[config.mk]
export PLATFORM = sky130hd
export DESIGN_NAME = mem_arbiter
export DESIGN_NICKNAME = d
export VERILOG_FILES = /design/src/rtl/mem_arbiter.sv
export SDC_FILE = /design/constraint.sdc
export NUM_CORES = 1
export LEC_CHECK = 0
export CAP_MARGIN = 30
export CELL_PAD_IN_SITES_DETAIL_PLACEMENT = 1
export CELL_PAD_IN_SITES_GLOBAL_PLACEMENT = 1
export CORE_MARGIN = 3
export CORE_UTILIZATION = 31
export DETAILED_ROUTE_END_ITERATION = 6
export PLACE_DENSITY = 0.79
export SYNTH_ARGS = -nofsm -noshare
export SYNTH_HDL_FRONTEND = slang
export SYNTH_SLANG_ARGS = --single-unit
[constraint.sdc]
create_clock -name CLK -period 1.7 [get_ports CLK]
set_clock_uncertainty 0.15 [all_clocks]
set_input_delay 0.255 -clock CLK [delete_from_list [all_inputs] [get_ports CLK]]
set_output_delay 0.255 -clock CLK [all_outputs]
set_load 0.01 [all_outputs]
[src/rtl/mem_arbiter.sv]
// Two-requester round-robin arbiter in front of a single shared data memory.
// Grant in IDLE, hold BUSY until the memory releases (2 cycles min), 1-cycle DONE handshake.
module mem_arbiter #(
  parameter int ADDR_W = 8,
  parameter int DATA_W = 8
) (
  input  logic              CLK,
  input  logic              RESET,
  input  logic              R0_READ,
  input  logic              R0_WRITE,
  input  logic [ADDR_W-1:0] R0_ADDRESS,
  input  logic [DATA_W-1:0] R0_WRITEDATA,
  output logic [DATA_W-1:0] R0_READDATA,
  output logic              R0_BUSYWAIT,
  input  logic              R1_READ,
  input  logic              R1_WRITE,
  input  logic [ADDR_W-1:0] R1_ADDRESS,
  input  logic [DATA_W-1:0] R1_WRITEDATA,
  output logic [DATA_W-1:0] R1_READDATA,
  output logic              R1_BUSYWAIT,
  output logic              MEM_READ,
  output logic              MEM_WRITE,
  output logic [ADDR_W-1:0] MEM_ADDRESS,
  output logic [DATA_W-1:0] MEM_WRITEDATA,
  input  logic [DATA_W-1:0] MEM_READDATA,
  input  logic              MEM_BUSYWAIT
);

  typedef enum logic [1:0] {IDLE = 2'd0, BUSY = 2'd1, DONE = 2'd2} state_t;

  state_t              state_q;
  logic                owner_q;
  logic                last_q;
  logic                busy_seen_q;
  logic                mem_read_q;
  logic                mem_write_q;
  logic [ADDR_W-1:0]   addr_q;
  logic [DATA_W-1:0]   wdata_q;
  logic [DATA_W-1:0]   rdata0_q;
  logic [DATA_W-1:0]   rdata1_q;

  logic                act0;
  logic                act1;
  logic                gnt_d;
  logic                wr_d;
  logic [ADDR_W-1:0]   addr_d;
  logic [DATA_W-1:0]   wdata_d;

  assign act0 = R0_READ | R0_WRITE;
  assign act1 = R1_READ | R1_WRITE;

  // On a tie the requester that was not served last wins.
  always_comb begin
    gnt_d = 1'b0;
    if (act0 && act1) gnt_d = ~last_q;
    else              gnt_d = act1;
    addr_d  = gnt_d ? R1_ADDRESS   : R0_ADDRESS;
    wdata_d = gnt_d ? R1_WRITEDATA : R0_WRITEDATA;
    wr_d    = gnt_d ? R1_WRITE     : R0_WRITE;
  end

  always_ff @(posedge CLK or negedge RESET) begin
    if (!RESET) begin
      state_q     <= IDLE;
      owner_q     <= 1'b0;
      last_q      <= 1'b1;
      busy_seen_q <= 1'b0;
      mem_read_q  <= 1'b0;
      mem_write_q <= 1'b0;
      addr_q      <= '0;
      wdata_q     <= '0;
      rdata0_q    <= '0;
      rdata1_q    <= '0;
    end else begin
      case (state_q)
        IDLE: begin
          if (act0 || act1) begin
            state_q     <= BUSY;
            owner_q     <= gnt_d;
            last_q      <= gnt_d;
            addr_q      <= addr_d;
            wdata_q     <= wdata_d;
            mem_write_q <= wr_d;
            mem_read_q  <= ~wr_d;
            busy_seen_q <= 1'b0;
          end
        end
        BUSY: begin
          busy_seen_q <= 1'b1;
          // The first BUSY edge never completes, even if the memory is not busy.
          if (busy_seen_q && !MEM_BUSYWAIT) begin
            state_q     <= DONE;
            mem_read_q  <= 1'b0;
            mem_write_q <= 1'b0;
            if (mem_read_q) begin
              if (owner_q) rdata1_q <= MEM_READDATA;
              else         rdata0_q <= MEM_READDATA;
            end
          end
        end
        DONE:    state_q <= IDLE;
        default: state_q <= IDLE;
      endcase
    end
  end

  assign MEM_READ      = mem_read_q;
  assign MEM_WRITE     = mem_write_q;
  assign MEM_ADDRESS   = addr_q;
  assign MEM_WRITEDATA = wdata_q;
  assign R0_READDATA   = rdata0_q;
  assign R1_READDATA   = rdata1_q;

  assign R0_BUSYWAIT = act0 & ~((state_q == DONE) & (owner_q == 1'b0));
  assign R1_BUSYWAIT = act1 & ~((state_q == DONE) & (owner_q == 1'b1));

endmodule

; Word-level counts from Yosys, hierarchy flattened
; Cells that the tools add are included.
[totals]
in_bits = 47
reg_bits = 39
out_inout_bits = 36
[op_classes]
mux = 14
eq_ne = 4
bitwise = 11
reduce_logical = 12
[op_table]
columns = cell, n
row1 = 8-bit 2-to-1 mux, 2
row2 = 4-bit AND reduction, 2
row3 = 1-bit 2-to-1 mux, 6
row4 = 1-bit one-hot mux with 2 select lines, 3
row5 = 2-bit AND reduction, 3
row6 = 1-bit NOT, 5
row7 = 1-bit AND, 4
row8 = 2-bit 2-to-1 mux, 2
row9 = 2-bit inequality test (second input constant), 2
row10 = 2-bit one-hot mux with 2 select lines, 1
row11 = 3-bit AND reduction, 1
row12 = 2-bit by 1-bit == test with 1-bit output (second input constant), 1
row13 = 2-bit == test (second input constant), 1
row14 = 1-bit logical AND, 2
row15 = 2-bit logical NOT, 1
row16 = 1-bit bitwise OR, 2
row17 = 2-bit nonzero test, 1
row18 = 1-bit logical NOT, 1
row19 = 1-bit logical OR, 1

; Longest topological paths before layout
[depth]
ltp_word = 7
ltp_mapped = 6
ltp_nobuf = 4

; Least setup slack after synthesis
; OpenSTA, ideal clock, no wires.
[synth_timing]
path_kind = input port to flip-flop
startpoint = in R0_READ
endpoint = reg state_q[0]
t_arrival_ns = 1.401
required_ns = 1.430
n_path_buf = 2
stages = 5
path_slack_ns = 0.029
setup_ns = 0.120
path_cell_list = or4_4 > buf_6 > and2_4 > buf_6 > a31o_2
[synth_via]
elab_chain_len = 4
[synth_lines]
columns = element, line_no
row1 = start: declaration, 9  ; input logic R0_READ,
row2 = 1-bit bitwise OR, 49  ; assign act0 = R0_READ | R0_WRITE;
row3 = 1-bit logical OR, 77  ; if (act0 || act1) begin
row4 = 2-bit inequality test (no source line), --
row5 = 2-bit AND reduction (no source line), --
row6 = end signal: assignment, 64  ; state_q <= IDLE;
row7 = end signal: assignment, 78  ; state_q <= BUSY;
row8 = end signal: assignment, 92  ; state_q <= DONE;
row9 = end: declaration, 31  ; state_t state_q;
; Every way passes these cells.
; A chain may end at the register's enable or synchronous reset.

; Final worst setup path
[layout_timing]
startpoint = reg owner_q
endpoint = out R0_BUSYWAIT
[layout_via]
elab_chain_len = 4
[layout_lines]
columns = element, line_no
row1 = start: declaration, 32  ; logic owner_q;
row2 = start signal: assignment, 79  ; owner_q <= gnt_d;
row3 = 1-bit NOT (no source line), --
row4 = 1-bit AND, 114  ; assign R0_BUSYWAIT = act0 & ~((state_q == DONE) & (owner_q == 1'b0));
row5 = 1-bit NOT, 114
row6 = 1-bit AND, 114
row7 = end: declaration, 14  ; output logic R0_BUSYWAIT,
; Every way passes these cells.

==> key figures <==
Run status
  • Outcome: finished clean

Power
  • Combinational cell fraction of total power: 51.1%
  • Total net switching power: 1.74 mW
  • Clock power frac: 15.2%
  • Total chip power: 5.05 mW
  • Cell Int Power: 3.30 mW
  • Switching part of the total power: 34.6%
  • Sequential group share of total power: 33.7%
  • Pwr dens: 1680 nW/um2
  • Leakage: 1.24 nW
  • VDD IR max: 0.000821 V

Timing
  • FMAX: 599 MHz
  • RSZ-0062 raised after global routing: true
  • Fin Setup TNS: 0 ps
  • Min Clock Period, post-route: 1670 ps
  • Slew HR: 69.9%
  • Pin slew with the least headroom to its limit: 451 ps
  • Final Cycle Share: 98.3%
  • Final setup vio count: 0
  • Endpoints failing hold: 0
  • Fin. max-slew vios: 0
  • Final worst slack: 29.3 ps

Floorplanning
  • Die area: 6740 um2
  • Top Ports: 83
  • Initial Utilization: 32.4%
  • Site Rows: 27
  • Core Area: 5540 um2
  • Die Height: 82.1 um
  • Die X: 82.1 um

Global routing
  • GRT Util Overall: 16.7%
  • Largest net degree at the start of global routing: 34
  • Grt total ovfl: 0
  • Vias in the first global route: 1,786
  • Global-route wire length before repair: 8510 um
  • Initial antenna violation count: 0

Routing
  • Routed via count: 1,647
  • Initial DRC Count: 54
  • Final WL: 5590 um
  • Via/cell ratio: 5.04
  • DR DRC count: 0
  • DRT Pass-1 Iters: 4
  • Routed len/inst: 17.1 um
  • Detail Route Antenna Nets: 0

Synth
  • Post-Synthesis Cell Area: 1800 um2
  • Synth async-reset ratio: 100%
  • Syn_area_per_cell: 11.4 um2
  • Post-synth top area share: 53.0%
  • Commonest cells in the netlist: 38 x dfrtp_1, 19 x mux2_2, 17 x a21oi_1, 17 x a31oi_1, 17 x nand3b_1
  • Yosys reg bits: 39
  • Top cells by area, synth: dfrtp_1 53%, mux2_2 12%, nand3b_1 7.1%
  • Post-synthesis sequential area ratio: 54.4%
  • Predominant post-synthesis flop cell: dfrtp_1
  • Yosys warnings: 0
  • Count leader, synth: dfrtp_1
  • Syn Inst Count: 157
  • Synth Net Count: 204
  • Count of cell types in the netlist: 25
  • Leading area contributor after synthesis: dfrtp_1
  • EDFF count, synth: 0

Worst setup path
  • Critical Path AT: 1270 ps
  • Reg-to-reg critical path startpoint: state_q[1]
  • Critical Path RT: 1290 ps
  • R2R depth: 5
  • Setup Crit Path Kind: reg2out
  • Worst Path Max Fanout: 5
  • R2R setup slack: 70 ps
  • Crit end category: output pin
  • Critical Path Source Type: flip-flop
  • R2R Path End: R1_READDATA[2]

Final layout
  • Layout cell share with drive strength beyond 1: 23.9%
  • Layout Nets: 301
  • Ant diodes: 0
  • Fin area: 3010 um2
  • Fill count: 595
  • Area Overhead vs Synth: 67.7%
  • Post-Layout Cell Count: 327
  • Multi-input gate area: 803 um2
  • Storage cell area: 977 um2

Clocking
  • Num CTS Buffers: 5
  • CTS tree: yes
  • Longest Clk Path Bufs: 2
  • Clock sink total: 39
  • Worst skew pair latency: 280 ps
  • # H-tree levels: 2
  • Clk pin slew, worst setup/hold paths: 80 ps
  • Clock root buffer: clkbuf_8

Placement
  • Placed insts: 317
  • Buffers on Ports: 82
  • Placed cell area: 2820 um2
  • Post-DP HPWL: 4040 um
  • Pre-CTS WS: -304 ps
  • Placer Congestion: 0.784

Flow run
  • Maximum Capacitance Violations: 0

Min path
  • Min-Delay Path Class: in2async
[layout by cell type (no fill, tap or decap), drive strengths merged, types with 2 or more instances in the layout]
cell / n
clkdlybuf4s50: 76
dfrtp: 38
mux2: 19
buf: 19
nand3b: 17
a21oi: 17
a31oi: 17
o21ai: 17
clkbuf: 6
nor2: 4
inv: 4
dlymetal6s2s: 3
o32a: 2
and2: 2
clkinv: 2
[power by group through the flow]
stage | Sequential (mW) | Clock (mW) | Combinational, mW
after floorplan | 1.84 | 0 | 0.925
after global placement | 1.68 | 0 | 2.38
after detailed placement | 1.70 | 0 | 2.46
after CTS | 1.69 | 0.788 | 2.46
after global routing | 1.75 | 0.846 | 2.78
final | 1.70 | 0.767 | 2.58
[through the flow]
| step | hold WS (ps) | utilization [%] |
|---|---|---|
| after floorplan | -191 | - |
| after global placement | 66.8 | 50.9 |
| after detailed placement | 73.1 | 50.9 |
| after CTS | 305 | 53.0 |
| after global routing | 325 | 54.4 |
| final | 293 | 54.4 |
[state kept, by name, summed over array words and instances, names as in the netlist]
name,flops
MEM_WRITE,1
R1_READDATA,8
MEM_READ,1
MEM_ADDRESS,8
owner_q,1
busy_seen_q,1
MEM_WRITEDATA,8
last_q,1
R0_READDATA,8
state_q,2
[worst max-delay path by stage]
| stage | endpoint | start | slack, ps | depth (start not counted) |
|---|---|---|---|---|
| floorplan | state_q[0] | R0_READ | 30 | 5 |
| global placement | R0_BUSYWAIT | R0_READ | -270 | 4 |
| detailed placement | MEM_ADDRESS[3] | R0_WRITE | -300 | 5 |
| CTS | MEM_ADDRESS[3] | R0_READ | 3 | 5 |
| global route | R1_READDATA[2] | state_q[1] | -20 | 5 |
| finish | R0_BUSYWAIT | owner_q | 30 | 2 |
[worst max-delay path, stage by stage, from the launching register on]
cell,delay (ps)
dfrtp_1,450
o32a_1,380
buf_2,150
[layer usage]
metal  part of all wire (%)  vias to the layer above  track usage (%)
met5                      0                        -                0
met1                     41                      812             20.5
met3                    5.3                        4             2.93
met4                   0.82                        0             5.81
met2                     53                       54             29.2
li1                       -                      777                -
[layout make-up]
type                            instances  share of cell area [%]
Clock buffer                            5                    2.29
Clock inverter                          3                    1.45
Inverter                                4                   0.499
Multi-Input combinational cell        104                    26.7
Sequential cell                        39                    32.4
Tap cell                               72                    2.99
Timing Repair Buffer                  100                    33.7
[timing repair]
| action | CTS | global route |
|---|---|---|
| resized for setup | 5 | 20 |
| hold endpoints to repair | 17 | 0 |
| buffers inserted | 0 | 1 |
| hold buffers | 1 | 0 |
| pin swaps | 1 | 0 |
| endpoints found under the setup margin | 2 | 8 |
[kinds of logic (layout without fill, tap and decap cells)]
kind of cell | count (synthesis) | count (layout) | synth area share (%)
multiplexers | 20 | 20 | 12.5
AO/OA/AOI/OAI | 56 | 56 | 17.8
AND/OR/NAND/NOR | 28 | 28 | 10.9
flip-flops | 39 | 39 | 54.4
buffers and inverters | 14 | 112 | 4.39
Note: power is estimated with default switching activity, not from simulation.
==> variant 1 (same settings) <==
The parameter `DATA_W` goes from 8 to 6.
--- a/src/rtl/mem_arbiter.sv
+++ b/src/rtl/mem_arbiter.sv
@@ -2,7 +2,7 @@
 // Grant in IDLE, hold BUSY until the memory releases (2 cycles min), 1-cycle DONE handshake.
 module mem_arbiter #(
   parameter int ADDR_W = 8,
-  parameter int DATA_W = 8
+  parameter int DATA_W = 6
 ) (
   input  logic              CLK,
   input  logic              RESET,
Ports: changed (6 resized); port bits go from 83 to 71. No check against the original RTL was run, so the function may have changed too.
==> variant 1 against the unedited design <==
  * Area after synthesis decreased by 14%
  * Critical path type is now in -> reg
  * Sequential cell count decreased by 6
  * Final cell count decreased by 8.6%
  * Synthesized cell count decreased by 12%
  * Worst setup slack got worse by 0.027 ns
  * Largest power group unchanged
  * Power decreased by 14%
  * Via count decreased by 7.5%
  * Wire length decreased by 11%
  * Cell area decreased by 13%
==> variant 1: results (changes against the unedited design) <==
{
  "use_met3": {"value": 0.0686, "change": "+0.0393"},
  "critical_path_arrival": {"value": 1.72, "unit": "ns", "change": "+0.45 ns"},
  "grt_use_met1": {"value": 0.193, "change": "-0.0124"},
  "critical-path-top-delay-family": "simple AND/OR/NAND/NOR gates",
  "static-leakage-power": {"value": 1.07, "unit": "nW", "change": "-14%"},
  "worst_r2r_path_depth": {"value": 6, "change": "+1"},
  "gr-usage-met2": {"value": 0.319, "change": "+0.0266"},
  "synth.net_count": {"value": 179, "change": "-12%"},
  "critical-path-max-stage-delay": {"value": 0.60, "unit": "ns", "change": "+0.15 ns"},
  "cts-root-buf": "sky130_fd_sc_hd__clkbuf_8",
  "number_of_global_route_vias_before_repair": {"value": 1656, "change": "-7.3%"},
  "detailedRoute.firstIterationViolations": {"value": 34, "change": "-37%"},
  "top_cells_by_area_in_the_synthesized_netlist": "sky130_fd_sc_hd__dfrtp_1 52%, sky130_fd_sc_hd__mux2_2 8.8%, sky130_fd_sc_hd__nand3b_1 7.3%",
  "ys_types": {"value": 27, "change": "+8.0%"},
  "gp_congestion": {"value": 0.754, "change": "-3.8%"},
  "worst_pin_slew": {"value": 0.234, "unit": "ns", "change": "-0.217 ns"},
  "grt.total_usage": {"value": 0.181, "change": "+0.0146"},
  "numPortBuffers": {"value": 70, "change": "-15%"},
  "worstHoldPathType": "in -> async",
  "post_dp_cell_area": {"value": 0.00242, "unit": "sq mm", "change": "-14%"},
  "drtPass1Iterations": {"value": 5, "change": "+1"},
  "largest_net_degree_at_the_start_of_global_routing": {"value": 34, "change": "unchanged"},
  "cts-root-to-sink-buffers": {"value": 2, "change": "unchanged"},
  "wl_per_cell": {"value": 16.7, "unit": "microns", "change": "-2.1%"},
  "ys.warnings.count": {"value": 0, "change": "unchanged"},
  "via_per_inst": {"value": 5.09, "change": "+1.1%"},
  "drive_above_1_share": {"value": 0.246, "change": "+0.00647"},
  "layout.nets": {"value": 272, "change": "-9.6%"},
  "synth_commonest_cells": "32 x sky130_fd_sc_hd__dfrtp_1, 15 x sky130_fd_sc_hd__a31oi_1, 15 x sky130_fd_sc_hd__nand3b_1, 15 x sky130_fd_sc_hd__o21ai_0, 14 x sky130_fd_sc_hd__a21oi_1",
  "place_hpwl": {"value": 3.71, "unit": "mm", "change": "-8.1%"},
  "synth_sequential_area_ratio": {"value": 0.537, "change": "-0.00685"},
  "slew_violations": {"value": 0, "change": "unchanged"},
  "crit_path_top_delay_cell": "sky130_fd_sc_hd__or4_4",
  "number_of_flip_flops_in_the_largest_register": 8,
  "dp_slack": {"value": -0.331, "unit": "ns", "change": "-0.0274 ns"},
  "grt_first_pass_wirelength": {"value": 8.27, "unit": "mm", "change": "-2.8%"},
  "run_status": "finished, final reports clean",
  "worst_ir_drop_vdd": {"value": 596, "unit": "uV", "change": "-27%"},
  "ys_async_sr_fraction": {"value": 1.00, "change": "unchanged"}
}
## variant 1: cell types whose count changed in the layout (fill, tap and decap cells not counted), moves of 4 or more
cell,before,now
sky130_fd_sc_hd__o21ai_0,12,5
sky130_fd_sc_hd__buf_4,12,20
sky130_fd_sc_hd__mux2_2,19,11
sky130_fd_sc_hd__buf_12,5,1
sky130_fd_sc_hd__o21ai_1,5,9
sky130_fd_sc_hd__dfrtp_1,38,32
sky130_fd_sc_hd__clkdlybuf4s50_1,76,68
## variant 1: cells by family after synthesis
family | after synthesis | share of synthesized area
compound gates | 52 | 0.200
buf+inv | 13 | 0.0423
flops | 33 | 0.537
mux | 14 | 0.102
simple gates | 26 | 0.119
## variant 1: per-layer routing
metal / vias to the layer above / part of all wire
met1: 739 / 0.39
li1: 706 / -
met5: - / 0
met4: 0 / 0.022
met3: 11 / 0.070
met2: 67 / 0.52
## variant 1: where the power goes
group / internal (W) / switching (W)
logic: 0.00130 / 0.000966
clock network: 0.000330 / 0.000277
registers: 0.00119 / 0.000273
total: 0.00282 / 0.00152
## variant 1: timing repair
action / in CTS / in global routing
buffers inserted: 2 / 4
gates resized for setup: 5 / 26
pin swaps: 1 / 1
cloned: 0 / 1
setup endpoints to repair: 3 / 30
hold endpoints to repair: 0 / 0
## variant 1: layout make-up
| class | count | area (sq um) |
|---|---|---|
| well taps | 67 | 83.8 |
| inverters | 4 | 15.0 |
| fillers | 531 | 2140 |
| flip-flops and latches | 33 | 827 |
| clock buffers | 8 | 90.1 |
| repair buffers | 95 | 900 |
| multi-input cells | 92 | 694 |
## variant 1: path summary, 6_finish.rpt
path	from	endpoint	slack (ns)
max in group asynchronous	RESET	last_q$_DFFE_PN1P_	0.97
hold / removal	RESET	R0_READDATA[0]$_DFFE_PN0P_	0.19
hold reg to reg	R1_READDATA[5]$_DFFE_PN0P_	R1_READDATA[5]$_DFFE_PN0P_	0.36
setup reg to reg	state_q[1]$_DFFE_PN0P_	R0_READDATA[1]$_DFFE_PN0P_	0.07
min in group CLK	R1_READDATA[5]$_DFFE_PN0P_	R1_READDATA[5]$_DFFE_PN0P_	0.36
setup / recovery	R1_WRITE	MEM_WRITE$_DFFE_PN0P_	0.002
## variant 1: per-stage QoR
stage	total power, W	instances
after floorplan	0.00237	138
after global placement	0.00346	284
after detailed placement	0.00356	284
after CTS	0.00423	294
after global routing	0.00464	299
final	0.00434	299
==> variant 2 (same settings) <==
Without the edit above. Re-encode `state_t` (3 states) as one-hot, 3 bits wide.
--- a/src/rtl/mem_arbiter.sv
+++ b/src/rtl/mem_arbiter.sv
@@ -26,7 +26,7 @@
   input  logic              MEM_BUSYWAIT
 );
 
-  typedef enum logic [1:0] {IDLE = 2'd0, BUSY = 2'd1, DONE = 2'd2} state_t;
+  typedef enum logic [2:0] {IDLE = 3'b001, BUSY = 3'b010, DONE = 3'b100} state_t;
 
   state_t              state_q;
   logic                owner_q;
Check against the original RTL: same outputs for any inputs over 10 cycles, from zero or initial values and one cycle with RESET low; not proved beyond that.
==> variant 2 against the unedited design <==
  * Non-clock buffer count grew 2
  * Cell area shrank 0.29%
  * Power grew 0.57%
  * Area after synthesis shrank 2.8%
  * Sequential cell count grew 1
  * Critical path depth grew 3
  * Worst setup slack gained 0.015 ns
  * Wire length shrank 7.4%
  * Critical path type is now reg -> reg
  * Largest power group unchanged
  * Highest routed layer unchanged
==> variant 2: results (changes against the unedited design) <==
{
  "synth.net_count": {"value": 190, "change": "-6.9%"},
  "place_hpwl": {"value": 3.79, "unit": "mm", "change": "-6.3%"},
  "cp-endpoint": "R0_READDATA[6]$_DFFE_PN0P_",
  "layout.nets": {"value": 293, "change": "-2.7%"},
  "r2r_start": "state_q[0]$_DFFE_PN1P_",
  "drive_above_1_share": {"value": 0.271, "change": "+0.0320"},
  "static-leakage-power": {"value": 1.33, "unit": "nW", "change": "+7.6%"},
  "grt_first_pass_wirelength": {"value": 8.39, "unit": "mm", "change": "-1.4%"},
  "run_status": "finished, final reports clean",
  "post_dp_cell_area": {"value": 0.00275, "unit": "sq mm", "change": "-2.5%"},
  "worst_ir_drop_vdd": {"value": 756, "unit": "uV", "change": "-7.9%"},
  "synth_sequential_area_ratio": {"value": 0.575, "change": "+0.0307"},
  "via_count": {"value": 1509, "change": "-8.4%"},
  "setup.reg_to_reg.worst_slack": {"value": 0.04, "unit": "ns", "change": "-0.03 ns"},
  "wl_met2": {"value": 2.67, "unit": "mm", "change": "-10%"},
  "instances_no_fill": {"value": 317, "change": "-3.1%"},
  "gp_congestion": {"value": 0.768, "change": "-2.0%"},
  "worst_pin_slew": {"value": 0.404, "unit": "ns", "change": "-0.0469 ns"},
  "ys_types": {"value": 27, "change": "+8.0%"},
  "detailedRoute.firstIterationViolations": {"value": 38, "change": "-30%"},
  "critical-path-max-stage-delay": {"value": 0.41, "unit": "ns", "change": "-0.04 ns"},
  "criticalPathCategory": "reg -> reg",
  "wl_met3": {"value": 273, "unit": "microns", "change": "-8.4%"},
  "initial_core_util": {"value": 0.331, "change": "+0.00712"},
  "critical_path.max_fanout": {"value": 8, "change": "+3"},
  "critical_path_arrival": {"value": 1.68, "unit": "ns", "change": "+0.41 ns"},
  "synth_commonest_cells": "38 x sky130_fd_sc_hd__dfrtp_1, 21 x sky130_fd_sc_hd__nor2_1, 17 x sky130_fd_sc_hd__a21oi_1, 16 x sky130_fd_sc_hd__mux2_2, 16 x sky130_fd_sc_hd__mux2i_1",
  "top_cells_by_area_in_the_synthesized_netlist": "sky130_fd_sc_hd__dfrtp_1 54%, sky130_fd_sc_hd__mux2_2 10%, sky130_fd_sc_hd__mux2i_1 9.2%"
}
==> variant 2: worst reg2reg max path: stages (launching register included) <==
cell and delay (ns):
sky130_fd_sc_hd__dfstp_2 0.41, sky130_fd_sc_hd__nor3b_4 0.25, sky130_fd_sc_hd__nand3_2 0.12, sky130_fd_sc_hd__nor2_4 0.14, sky130_fd_sc_hd__buf_12 0.13, sky130_fd_sc_hd__mux2_2 0.33
==> variant 2: timing repair <==
action / 4_1_cts / 5_1_grt
endpoints found under the setup margin: 23 / 19
hold buffers: 1 / 0
hold endpoints to repair: 15 / 0
cloned: 1 / 0
setup buffers: 1 / 2
gates resized for setup: 26 / 9
pin swaps: 1 / 3
==> variant 2: area by class of cell <==
| type | count | area, sq um |
|---|---|---|
| clock inverters | 3 | 42.5 |
| multi-input cells | 95 | 733 |
| fillers | 557 | 2270 |
| flip-flops and latches | 40 | 1000 |
| well taps | 70 | 87.6 |
| repair buffers | 102 | 1060 |
| clock buffers | 5 | 68.8 |
| inverters | 2 | 7.51 |
==> variant 2: logic make-up after synthesis <==
logic type,Yosys count,synth area share
simple gates,35,0.102
flops,40,0.575
compound gates,28,0.0910
buf+inv,8,0.0373
mux,32,0.195
==> variant 2: power by group through the flow <==
stage / logic (W) / registers [W] / clock network, W
2_1_floorplan: 0.000955 / 0.00185 / 0
3_3_place_gp: 0.00222 / 0.00167 / 0
3_5_place_dp: 0.00229 / 0.00170 / 0
4_1_cts: 0.00253 / 0.00170 / 0.000796
5_1_grt: 0.00283 / 0.00176 / 0.000840
6_report: 0.00260 / 0.00170 / 0.000777
==> variant 2: layer usage <==
metal / GRT usage / vias up
met3: 0.0355 / 10
li1: - / 705
met1: 0.209 / 747
met4: 0.0608 / 0
met2: 0.290 / 47
met5: 0 / -
